==> config.mk <==
export PLATFORM = sky130hd
export DESIGN_NAME = hazard_ctrl_unit
export DESIGN_NICKNAME = d
export VERILOG_FILES = /design/src/rtl/hazard_ctrl_unit.sv
export SDC_FILE = /design/constraint.sdc
export NUM_CORES = 1
export LEC_CHECK = 0
export CAP_MARGIN = 10
export CORE_AREA = 2 2 39 41
export DETAILED_ROUTE_END_ITERATION = 6
export DIE_AREA = 0 0 41 43
export DONT_BUFFER_PORTS = 1
export PLACE_DENSITY = 0.49
export SETUP_SLACK_MARGIN = 0.15
export SKIP_CTS_REPAIR_TIMING = 1
export SYNTH_ARGS = -nofsm -noshare
export SYNTH_HDL_FRONTEND = slang
export SYNTH_SLANG_ARGS = --single-unit
export TNS_END_PERCENT = 100
==> constraint.sdc <==
create_clock -name clk -period 2.1 [get_ports clk]
set_input_delay 0.42 -clock clk [delete_from_list [all_inputs] [get_ports clk]]
set_output_delay 0.42 -clock clk [all_outputs]
set_load 0.1 [all_outputs]
==> src/rtl/hazard_ctrl_unit.sv <==
// Load-use stall / redirect flush controller for the 5-stage RV32 pipeline.
// Optional HAZARD_PERF_CNT_EN adds saturating stall/flush cycle counters.
module hazard_ctrl_unit #(
  parameter int REG_ADDR_W        = 5,
  parameter int LOAD_STALL_CYCLES = 1,
  parameter int FLUSH_CYCLES      = 1
) (
  input  logic                  clk,
  input  logic                  rst,
  input  logic [REG_ADDR_W-1:0] id_rs1,
  input  logic [REG_ADDR_W-1:0] id_rs2,
  input  logic                  id_use_rs1,
  input  logic                  id_use_rs2,
  input  logic [REG_ADDR_W-1:0] idex_rd,
  input  logic                  idex_memread,
  input  logic                  ex_redirect,
  output logic                  muxsel,
  output logic                  pc_write,
  output logic                  if_id_write,
  output logic                  if_id_flush,
  output logic                  busy
`ifdef HAZARD_PERF_CNT_EN
  ,
  output logic [31:0]           stall_cycles,
  output logic [31:0]           flush_cycles
`endif
);

  typedef enum logic [1:0] {ST_RUN, ST_STALL, ST_FLUSH} state_t;

  localparam logic [2:0] STALL_RELOAD = 3'(LOAD_STALL_CYCLES - 1);
  localparam logic [2:0] FLUSH_RELOAD = 3'(FLUSH_CYCLES - 1);

  state_t     r_state, w_state_next;
  logic [2:0] r_cnt, w_cnt_next;
  logic       w_load_use;
  logic       w_muxsel, w_pc_write, w_if_id_write, w_if_id_flush;

  assign w_load_use = idex_memread && (idex_rd != '0) &&
                      ((id_use_rs1 && (id_rs1 == idex_rd)) ||
                       (id_use_rs2 && (id_rs2 == idex_rd)));

  always_ff @(posedge clk or posedge rst) begin
    if (rst) begin
      r_state <= ST_RUN;
      r_cnt   <= 3'd0;
    end else begin
      r_state <= w_state_next;
      r_cnt   <= w_cnt_next;
    end
  end

  always_comb begin
    w_state_next  = r_state;
    w_cnt_next    = r_cnt;
    w_muxsel      = 1'b1;
    w_pc_write    = 1'b1;
    w_if_id_write = 1'b1;
    w_if_id_flush = 1'b0;
    if (rst) begin
      w_muxsel      = 1'b0;
      w_pc_write    = 1'b0;
      w_if_id_write = 1'b0;
      w_if_id_flush = 1'b1;
    end else if (ex_redirect || (r_state == ST_FLUSH)) begin
      // Redirect wins in every state; FLUSH shares the same outputs.
      w_muxsel      = 1'b0;
      w_if_id_flush = 1'b1;
      if (ex_redirect) begin
        if (FLUSH_CYCLES > 1) begin
          w_state_next = ST_FLUSH;
          w_cnt_next   = FLUSH_RELOAD;
        end else begin
          w_state_next = ST_RUN;
          w_cnt_next   = 3'd0;
        end
      end else if (r_cnt <= 3'd1) begin
        w_state_next = ST_RUN;
        w_cnt_next   = 3'd0;
      end else begin
        w_cnt_next = r_cnt - 3'd1;
      end
    end else if ((r_state == ST_STALL) || w_load_use) begin
      w_muxsel      = 1'b0;
      w_pc_write    = 1'b0;
      w_if_id_write = 1'b0;
      if (r_state == ST_RUN) begin
        if (LOAD_STALL_CYCLES > 1) begin
          w_state_next = ST_STALL;
          w_cnt_next   = STALL_RELOAD;
        end
      end else if (r_cnt <= 3'd1) begin
        // cnt==0 here is illegal and also drops back to RUN.
        w_state_next = ST_RUN;
        w_cnt_next   = 3'd0;
      end else begin
        w_cnt_next = r_cnt - 3'd1;
      end
    end else if (r_state != ST_RUN) begin
      w_state_next = ST_RUN;
      w_cnt_next   = 3'd0;
    end
  end

  assign muxsel      = w_muxsel;
  assign pc_write    = w_pc_write;
  assign if_id_write = w_if_id_write;
  assign if_id_flush = w_if_id_flush;
  assign busy        = (r_state != ST_RUN);

`ifdef HAZARD_PERF_CNT_EN
  logic [31:0] r_stall_cycles, r_flush_cycles;

  always_ff @(posedge clk or posedge rst) begin
    if (rst) begin
      r_stall_cycles <= 32'd0;
      r_flush_cycles <= 32'd0;
    end else begin
      if (!w_pc_write && (r_stall_cycles != 32'hFFFF_FFFF))
        r_stall_cycles <= r_stall_cycles + 32'd1;
      if (w_if_id_flush && (r_flush_cycles != 32'hFFFF_FFFF))
        r_flush_cycles <= r_flush_cycles + 32'd1;
    end
  end

  assign stall_cycles = r_stall_cycles;
  assign flush_cycles = r_flush_cycles;
`endif

endmodule
Word level (Yosys, flattened, before mapping):

Index checks and enable logic that the tools add are counted.

* register bits: 5
* latch bits: 0
* bits in writable memories: 0
* memory bits (read-only): 0
* input port bits: 21
* output and inout port bits: 5
* memories: 0

* $add $sub $neg: 1
* $mul: 0
* divide/modulo/power cells: 0
* order comparisons: 1
* equality and inequality tests: 5
* shift-type cells: 0
* multiplexer cells: 19
* bitwise logic cells: 1
* reduce and logical (&&, ||, !) cells: 12

Operator list (number)
* 3-bit two-way mux: 6
* 2-bit two-way mux: 6
* 5-bit == test: 2
* 1-bit two-way mux: 7
* 5-bit nonzero test: 1
* 1-bit logical AND: 4
* 3-bit by 1-bit less-or-equal comparator with 1-bit output, second input constant: 1
* 1-bit logical OR: 3
* 3-bit inequality test, second input constant: 1
* 3-bit AND reduction: 1
* 3-bit nonzero test: 1
* 3-bit by 1-bit subtractor with 3-bit output, second input constant: 1
* 2-bit by 1-bit == test with 1-bit output, second input constant: 1
* 2-bit == test, second input constant: 1
* 2-bit zero test: 1
* 2-bit nonzero test: 1
* 1-bit NOT: 1

Depth between registers and ports, before layout:

Gate-level depths: netlist (run 1).

* word-level depth: 8
* depth in mapped cells: 7

Least setup slack after synthesis (run 1):

Ideal clock, no wire load.

* path type: input to output
* start point: in idex_rd[1]
* end point: out pc_write
* arrival: 3.092 ns
* data required time: 1.680 ns
* slack: -1.412 ns
* stages: 5
* buffers on the path: 1
* cells stage by stage: or4_1 > o21a_1 > o2111a_1 > a311oi_2 > buf_4

* word-level cells in the longest chain between the ends: 8
* elaborated cells between the ends (all ways): 12
* classes of those cells: eq/ne (2); mux (3); reduce/logical (7)

RTL lines
* start, declared: line 14 `input logic [REG_ADDR_W-1:0] idex_rd,`
* 5-bit == test, on equally long branches: line 40, 41
* 1-bit logical AND, on equally long branches: line 40, 41
* 1-bit logical OR: line 40 `((id_use_rs1 && (id_rs1 == idex_rd)) ||`
* 1-bit logical AND *: line 39 `assign w_load_use = idex_memread && (idex_rd != '0) &&`
* 1-bit logical OR *: line 83 `end else if ((r_state == ST_STALL) || w_load_use) begin`
* 1-bit two-way mux * (3 in series)
* end, declared: line 18 `output logic pc_write,`

Every way passes the cells marked *; elsewhere a longest branch is shown, timed or not.

Worst setup path in the final report (run 1):

* start point: in idex_rd[4]
* end point: out pc_write

* word-level cells in the longest chain between the ends: 8
* elaborated cells between the ends (all ways): 12
* classes of those cells: eq/ne (2); mux (3); reduce/logical (7)

RTL lines
* 5-bit == test, on equally long branches: line 40, 41
* 1-bit logical AND, on equally long branches: line 40, 41
* 1-bit logical OR: line 40
* 1-bit logical AND *: line 39
* 1-bit logical OR *: line 83
* 1-bit two-way mux *: line 83
* 1-bit two-way mux *: line 65 `end else if (ex_redirect || (r_state == ST_FLUSH)) begin`
* 1-bit two-way mux *: line 60 `if (rst) begin`

Marks and branches as above.

==> run summary, run 1 <==
Status - finished, violations left
Violated checks - setup timing
CP Max Fanout - 3
Async S/R FF share, synth - 100.0%
Via total after detailed routing - 454
DR DRC count - 0
Critical Path Start Type - primary input
Clk_skew - 0.001228 ns
Core footprint - 1384 sq um
Critical path data arrival time - 1.85 ns
Clock latency on the worst-skew pair - 0.23 ns
Worst rel slew slack - 74.90%
Max Cap Viol - 0
Setup TNS - -0.3305 ns
Cell Area, Synth - 486.7 sq um
First-pass GRT wire length - 1.621 mm
WL per Instance - 11.22 um
Fill cells - 148
Critical path class - primary input to output pin
Via/cell ratio - 5.218
Pwr dens - 506.0 nW/um^2
Commonest cells after routing, fill and taps aside - xnor2_1, nand2_1, inv_1, buf_4
Clk buf depth - 2
Peak VDD IR - 0.0002629 V
FMAX - 440.5 MHz
Avg Cell Area, Syn - 8.112 sq um
Root buf cell - clkbuf_4
Post-route ant nets - 0
Grt peak-use layer - met1
Hold crit path type - primary input to asynchronous set/reset pin
Number of flops mapped to enable cells by yosys - 0
Area share of the largest cell type after synthesis - 25.71%
DIE AREA - 1763 sq um
Number of placed cells counting well taps - 83
Post-Route WL - 976 um
Cells after Synth - 60
GR Util met3 - 1.571%
Slew @ Worst Pin - 0.3725 ns
IO Port Bufs - 0
Synth-to-Final Area Change - 34.70%
CTS Sinks - 5
Total Routing Usage GR - 13.46%
Final Max Tran Viols - 0
Largest net degree at the start of global routing - 10
Commonest non-fill, non-tap cell in the layout - xnor2_1
Register area share after synthesis - 25.71%
Row cnt - 14
Antenna violations before repair - 0
Hold Vio Cnt, Final - 0
Final Critical Period - 2.270 ns
Vias in the first global route - 399
Crit path required time - 1.68 ns
Initial Util - 35.17%
Number of diodes - 0
Final worst-path cycle share - 108.1%
Initial DRC count - 7
Global placer's final weighted congestion - 0.6853
First-pass DRT Iterations - 4
Final setup margin - -0.1701 ns
Detailed placement HPWL - 846.6 um
RSZ-0062 raised after global routing - yes
Clk slew on worst S/H paths - 0.04 ns
Met2 Track Usage GR - 18.13%
Layout cell share with drive strength beyond 1 - 25.35%
Congestion Overflow GR - 0
Number of H-tree levels - 1
Synth area leaders - dfrtp_1, xnor2_1, nand2_1
CTS tree - yes
#FFs+latches synth - 5
Grt met1 use - 19.80%
Post-Layout Cell Count - 87
Synth area leader - dfrtp_1
Endpoint type of the worst setup path - output pin
TritonCTS Buffers - 3
Die Ht - 43 um
Final setup fails - 2
Die width - 41 um
Cell variety after synth - 24
Ys Warns - 0
Layout Nets - 95
Syn nets - 83
Lkg Pwr - 0.2539 nW
Primary FF master, synth - dfrtp_1
# IOs - 26
## metrics by stage
stage               hold slack (ns)  setup slack [ns]  util, %  power, mW  cell area, sq um
floorplan                    0.2298           -0.8844        -     0.1997             519.2
global placement             0.2600           -0.2092    45.12     0.2257             624.3
detailed placement           0.2555           -0.2254    45.12     0.2259             624.3
CTS                        0.003149           -0.2336    47.02     0.3371             650.6
global route                0.02458           -0.2205    47.38     0.3527             655.6
finish                     0.006365           -0.1701    47.38     0.3318             655.6
## flip-flops by register name, summed over array words and instances (netlist names)
signal   cells
r_state      2
r_cnt        3
## area by class of cell
class,count,area [sq um],area share (%)
Tap cell,16,20.02,3.053
Clock buffer,4,26.28,4.008
Sequential cell,5,126.4,19.27
Inverter,5,18.77,2.863
Multi-Input combinational cell,49,359.1,54.77
Timing Repair Buffer,8,105.1,16.03
## kinds of logic (layout without fill, tap and decap cells)
group	after synthesis	in the layout	share of synthesized area (%)
and+or+nand+nor	18	18	17.74
DFF	5	5	25.71
adders and majority gates	2	2	5.141
xor gates and xnor gates	10	10	17.99
AOI/OAI and AO/OA	19	19	28.02
buffers and inverters	6	17	5.399
## power breakdown
group | total, mW | switching (mW) | leakage (nW) | internal (mW)
clock | 0.107 | 0.0352 | 0.0150 | 0.0716
sequential | 0.107 | 0.00528 | 0.0662 | 0.102
combinational | 0.118 | 0.0647 | 0.173 | 0.0530
total | 0.332 | 0.105 | 0.254 | 0.227
## cells in the mapped netlist, types with 2 or more instances
library cell	count
o21a_1	2
dfrtp_1	5
ha_1	2
o21ai_0	5
inv_1	5
xnor2_1	10
nand4_1	2
nor2_1	3
nand2_1	7
a31oi_1	4
nand3_1	2
## routing by layer
metal	wire, um	up-vias
met5	0	-
met3	49	0
met1	473	201
met4	0	0
li1	-	244
met2	453	9
## worst paths after layout
path | cells after the start | slack (ns) | from | endpoint
worst max-delay path | 6 | -0.17 | idex_rd[4] | pc_write
worst max register to register | 7 | 0.58 | r_cnt[1] | r_cnt[1]
worst min register to register | 1 | 0.51 | r_state[1] | r_state[0]
worst min-delay path | 1 | 0.006 | rst | r_cnt[0]
min in group clk | 2 | 0.41 | rst | r_state[0]
max in group asynchronous | 1 | 1.86 | rst | r_state[0]
## critical path, stage by stage
cell and delay [ns]:
or4_4 0.50, o21a_1 0.21, o2111a_1 0.16, a311oi_4 0.22
buf_4 0.17, buf_16 0.16
(Power assumes the default switching activity.)
==> inputs of run 2 (changes only) <==
- CTS_CLUSTER_DIAMETER: not set -> 150
==> results of run 2 <==
The final DEF is identical to that of run 1; final timing and power are the same.
==> inputs of run 3 (changes only) <==
--- a/config.mk
+++ b/config.mk
@@ -13,4 +13,5 @@
 export DONT_BUFFER_PORTS = 1
 export PLACE_DENSITY = 0.49
+export REMOVE_ABC_BUFFERS = 1
 export SETUP_SLACK_MARGIN = 0.15
 export SKIP_CTS_REPAIR_TIMING = 1
==> constraint.sdc (replaced) <==
create_clock -name clk -period 2.1 [get_ports clk]
set_input_delay 0.42 -clock clk [delete_from_list [all_inputs] [get_ports clk]]
set_output_delay 0.42 -clock clk [all_outputs]
set_load 0.02 [all_outputs]
==> run 3 against run 2 <==
  * The flow now finishes without violations
  * Routed wire length grew 3.7%
  * Clock power about the same
  * Worst setup slack better by 0.20 ns
  * Utilization is 8.0 points lower
  * Power is 15% lower
  * Register-to-register slack lost 0.04 ns
  * Non-clock buffer count fell by 6
  * Global-route usage rose by 1.0 points
  * Largest cell class unchanged
  * Highest routed layer is now met4
==> run summary, run 3 (same netlist as run 1, synthesis figures left out) <==
Final worst-path cycle share - 98.51% (-9.6 points)
Initial DRC count - 5 (-2)
Worst path cell trace - or4_4, o21a_1, o2111a_1, a311oi_2, buf_4
Via/cell ratio - 5.420 (+3.9%)
Lkg Pwr - 0.2078 nW (-18%)
Peak VDD IR - 0.0002896 V (+10%)
CTS Sinks - 5 (unchanged)
Root buf cell - clkbuf_4
Post-Route WL - 1.012 mm (+3.7%)
Crit path required time - 1.68 ns (about the same)
Total Routing Usage GR - 14.46% (+1.0 points)
Dpl cell area - 514.2 sq um (-18%)
IO Port Bufs - 0 (unchanged)
Final Max Tran Viols - 0 (unchanged)
Critical path class - primary input to output pin
Final setup fails - 0 (-2)
Clk_skew - 0.0001752 ns (-0.001052 ns)
Die Ht - 43 um (unchanged)
Clk buf depth - 2 (unchanged)
Core footprint - 1384 sq um (unchanged)
Initial Util - 35.17% (unchanged)
First-pass DRT Iterations - 3 (-1)
Final Critical Period - 2.069 ns (-0.2015 ns)
Fill cells - 150 (+1.4%)
Buf/Inv on CP - 1 (-1)
Setup TNS - 0 ns (+0.3305 ns)
Row cnt - 14 (unchanged)
Critical path data arrival time - 1.65 ns (-0.20 ns)
Max Cap Viol - 0 (unchanged)
Status - finished, final reports clean
Endpoint type of the worst setup path - output pin
TritonCTS Buffers - 3 (unchanged)
First-pass GRT wire length - 1.683 mm (+3.8%)
Number of diodes - 0 (unchanged)
Finished Cell Area - 545.5 sq um (-17%)
CP max-delay cell - or4_4
CTS tree - yes
Final core occ - 39.42% (-8.0 points)
Delay-heaviest family, CP - simple AND/OR/NAND/NOR gates
# IOs - 26 (unchanged)
Max stage delay on crit path - 0.51 ns (about the same)
WL per Instance - 12.49 um (+11%)
Vias in the first global route - 444 (+11%)
Layout cell share with drive strength beyond 1 - 15.38% (-10 points)
DIE AREA - 1763 sq um (unchanged)
Die width - 41 um (unchanged)
Hold Vio Cnt, Final - 0 (unchanged)
RSZ-0062 raised after global routing - yes
Synth-to-Final Area Change - 12.08%
Slew @ Worst Pin - 0.6376 ns (+0.2651 ns)
Post-route ant nets - 0 (unchanged)
Largest net degree at the start of global routing - 10 (unchanged)
Congestion Overflow GR - 0 (unchanged)
R2r endpoint - r_cnt[0]
Final Power - 0.2826 mW (-15%)
Max FFs per register - 3 (unchanged)
Top flop regs - r_cnt: 3 flops, r_state: 2 flops
Antenna violations before repair - 0 (unchanged)
DR DRC count - 0 (unchanged)
Global placer's final weighted congestion - 0.7623 (+11%)
Clock latency on the worst-skew pair - 0.23 ns (about the same)
Detailed placement HPWL - 861.3 um (+1.7%)
Top reg by flops - r_cnt
Hold crit path type - primary input to asynchronous set/reset pin
Worst Reg-to-Reg Cells - 5 (-2)
Hold slack final - 0.005760 ns (-0.0006052 ns)
Pwr dens - 518.1 nW/um^2 (+2.4%)
Worst rel slew slack - 57.04% (-18 points)
Commonest non-fill, non-tap cell in the layout - xnor2_1
Number of H-tree levels - 1 (unchanged)
Commonest cells after routing, fill and taps aside - xnor2_1, nand2_1, inv_1, o21ai_0, dfrtp_1
Clk slew on worst S/H paths - 0.04 ns (about the same)
Via total after detailed routing - 439 (-3.3%)
CP Max Fanout - 3 (unchanged)
Critical Path Start Type - primary input
FMAX - 483.4 MHz (+9.7%)
Layout Nets - 89 (-6.3%)
Reg2reg start - r_state[0]
R2r setup slk - 0.54 ns (-0.04 ns)
==> run 3: cell count changes in the layout (fill, tap and decap cells not counted) <==
cell	previous run	this run
a311oi_4	1	0
and3_2	0	1
buf_12	2	0
and3_4	1	0
o21ai_2	1	0
dfrtp_2	1	0
buf_4	5	2
dfrtp_1	4	5
o21ai_0	4	5
a311oi_2	0	1
buf_16	1	0
==> run 3: worst register-to-register path, delay by kind of cell, from the launching register on <==
family	cells	cell delay (ns)
AND/OR/NAND/NOR	2	0.49
flip-flops	1	0.44
AO/OA/AOI/OAI	3	0.51
==> run 3: through the flow <==
step / std cells / worst slack [ns]
2_1_floorplan: 59 / -0.1777
3_3_place_gp: 77 / 0.01927
3_5_place_dp: 77 / 0.02044
4_1_cts: 81 / 0.01868
5_1_grt: 81 / -0.02212
6_report: 81 / 0.03138
==> run 3: layer usage <==
| layer | global-route usage, % | part of all wire, % |
|---|---|---|
| met4 | 12.00 | 1.7 |
| met5 | 0 | 0 |
| met1 | 15.13 | 40 |
| met3 | 4.712 | 10 |
| met2 | 21.88 | 48 |
==> run 3: worst max path at each step <==
stage / startpoint / to / slack [ns] / cells past startpoint
global placement: idex_rd[1] / if_id_write / 0.02 / 5
detailed placement: idex_rd[1] / if_id_write / 0.02 / 5
finish: idex_rd[1] / if_id_write / 0.03 / 5
global route: idex_rd[1] / pc_write / -0.02 / 5
CTS: idex_rd[1] / if_id_write / 0.02 / 5
floorplan: idex_rd[1] / if_id_write / -0.18 / 4
==> run 3: power by group <==
part           switching (mW)  leakage, nW  internal [mW]
Sequential            0.00479       0.0679          0.102
Clock                  0.0351       0.0150         0.0716
Combinational          0.0345        0.125         0.0346
==> run 3: cell type report <==
| class | instances | area, sq um | share of cell area [%] |
|---|---|---|---|
| repair buffers | 2 | 15.01 | 2.752 |
| flip-flops and latches | 5 | 125.1 | 22.94 |
| multi-input cells | 49 | 340.3 | 62.39 |
| well taps | 16 | 20.02 | 3.670 |
| clock buffers | 4 | 26.28 | 4.817 |
| inverters | 5 | 18.77 | 3.440 |
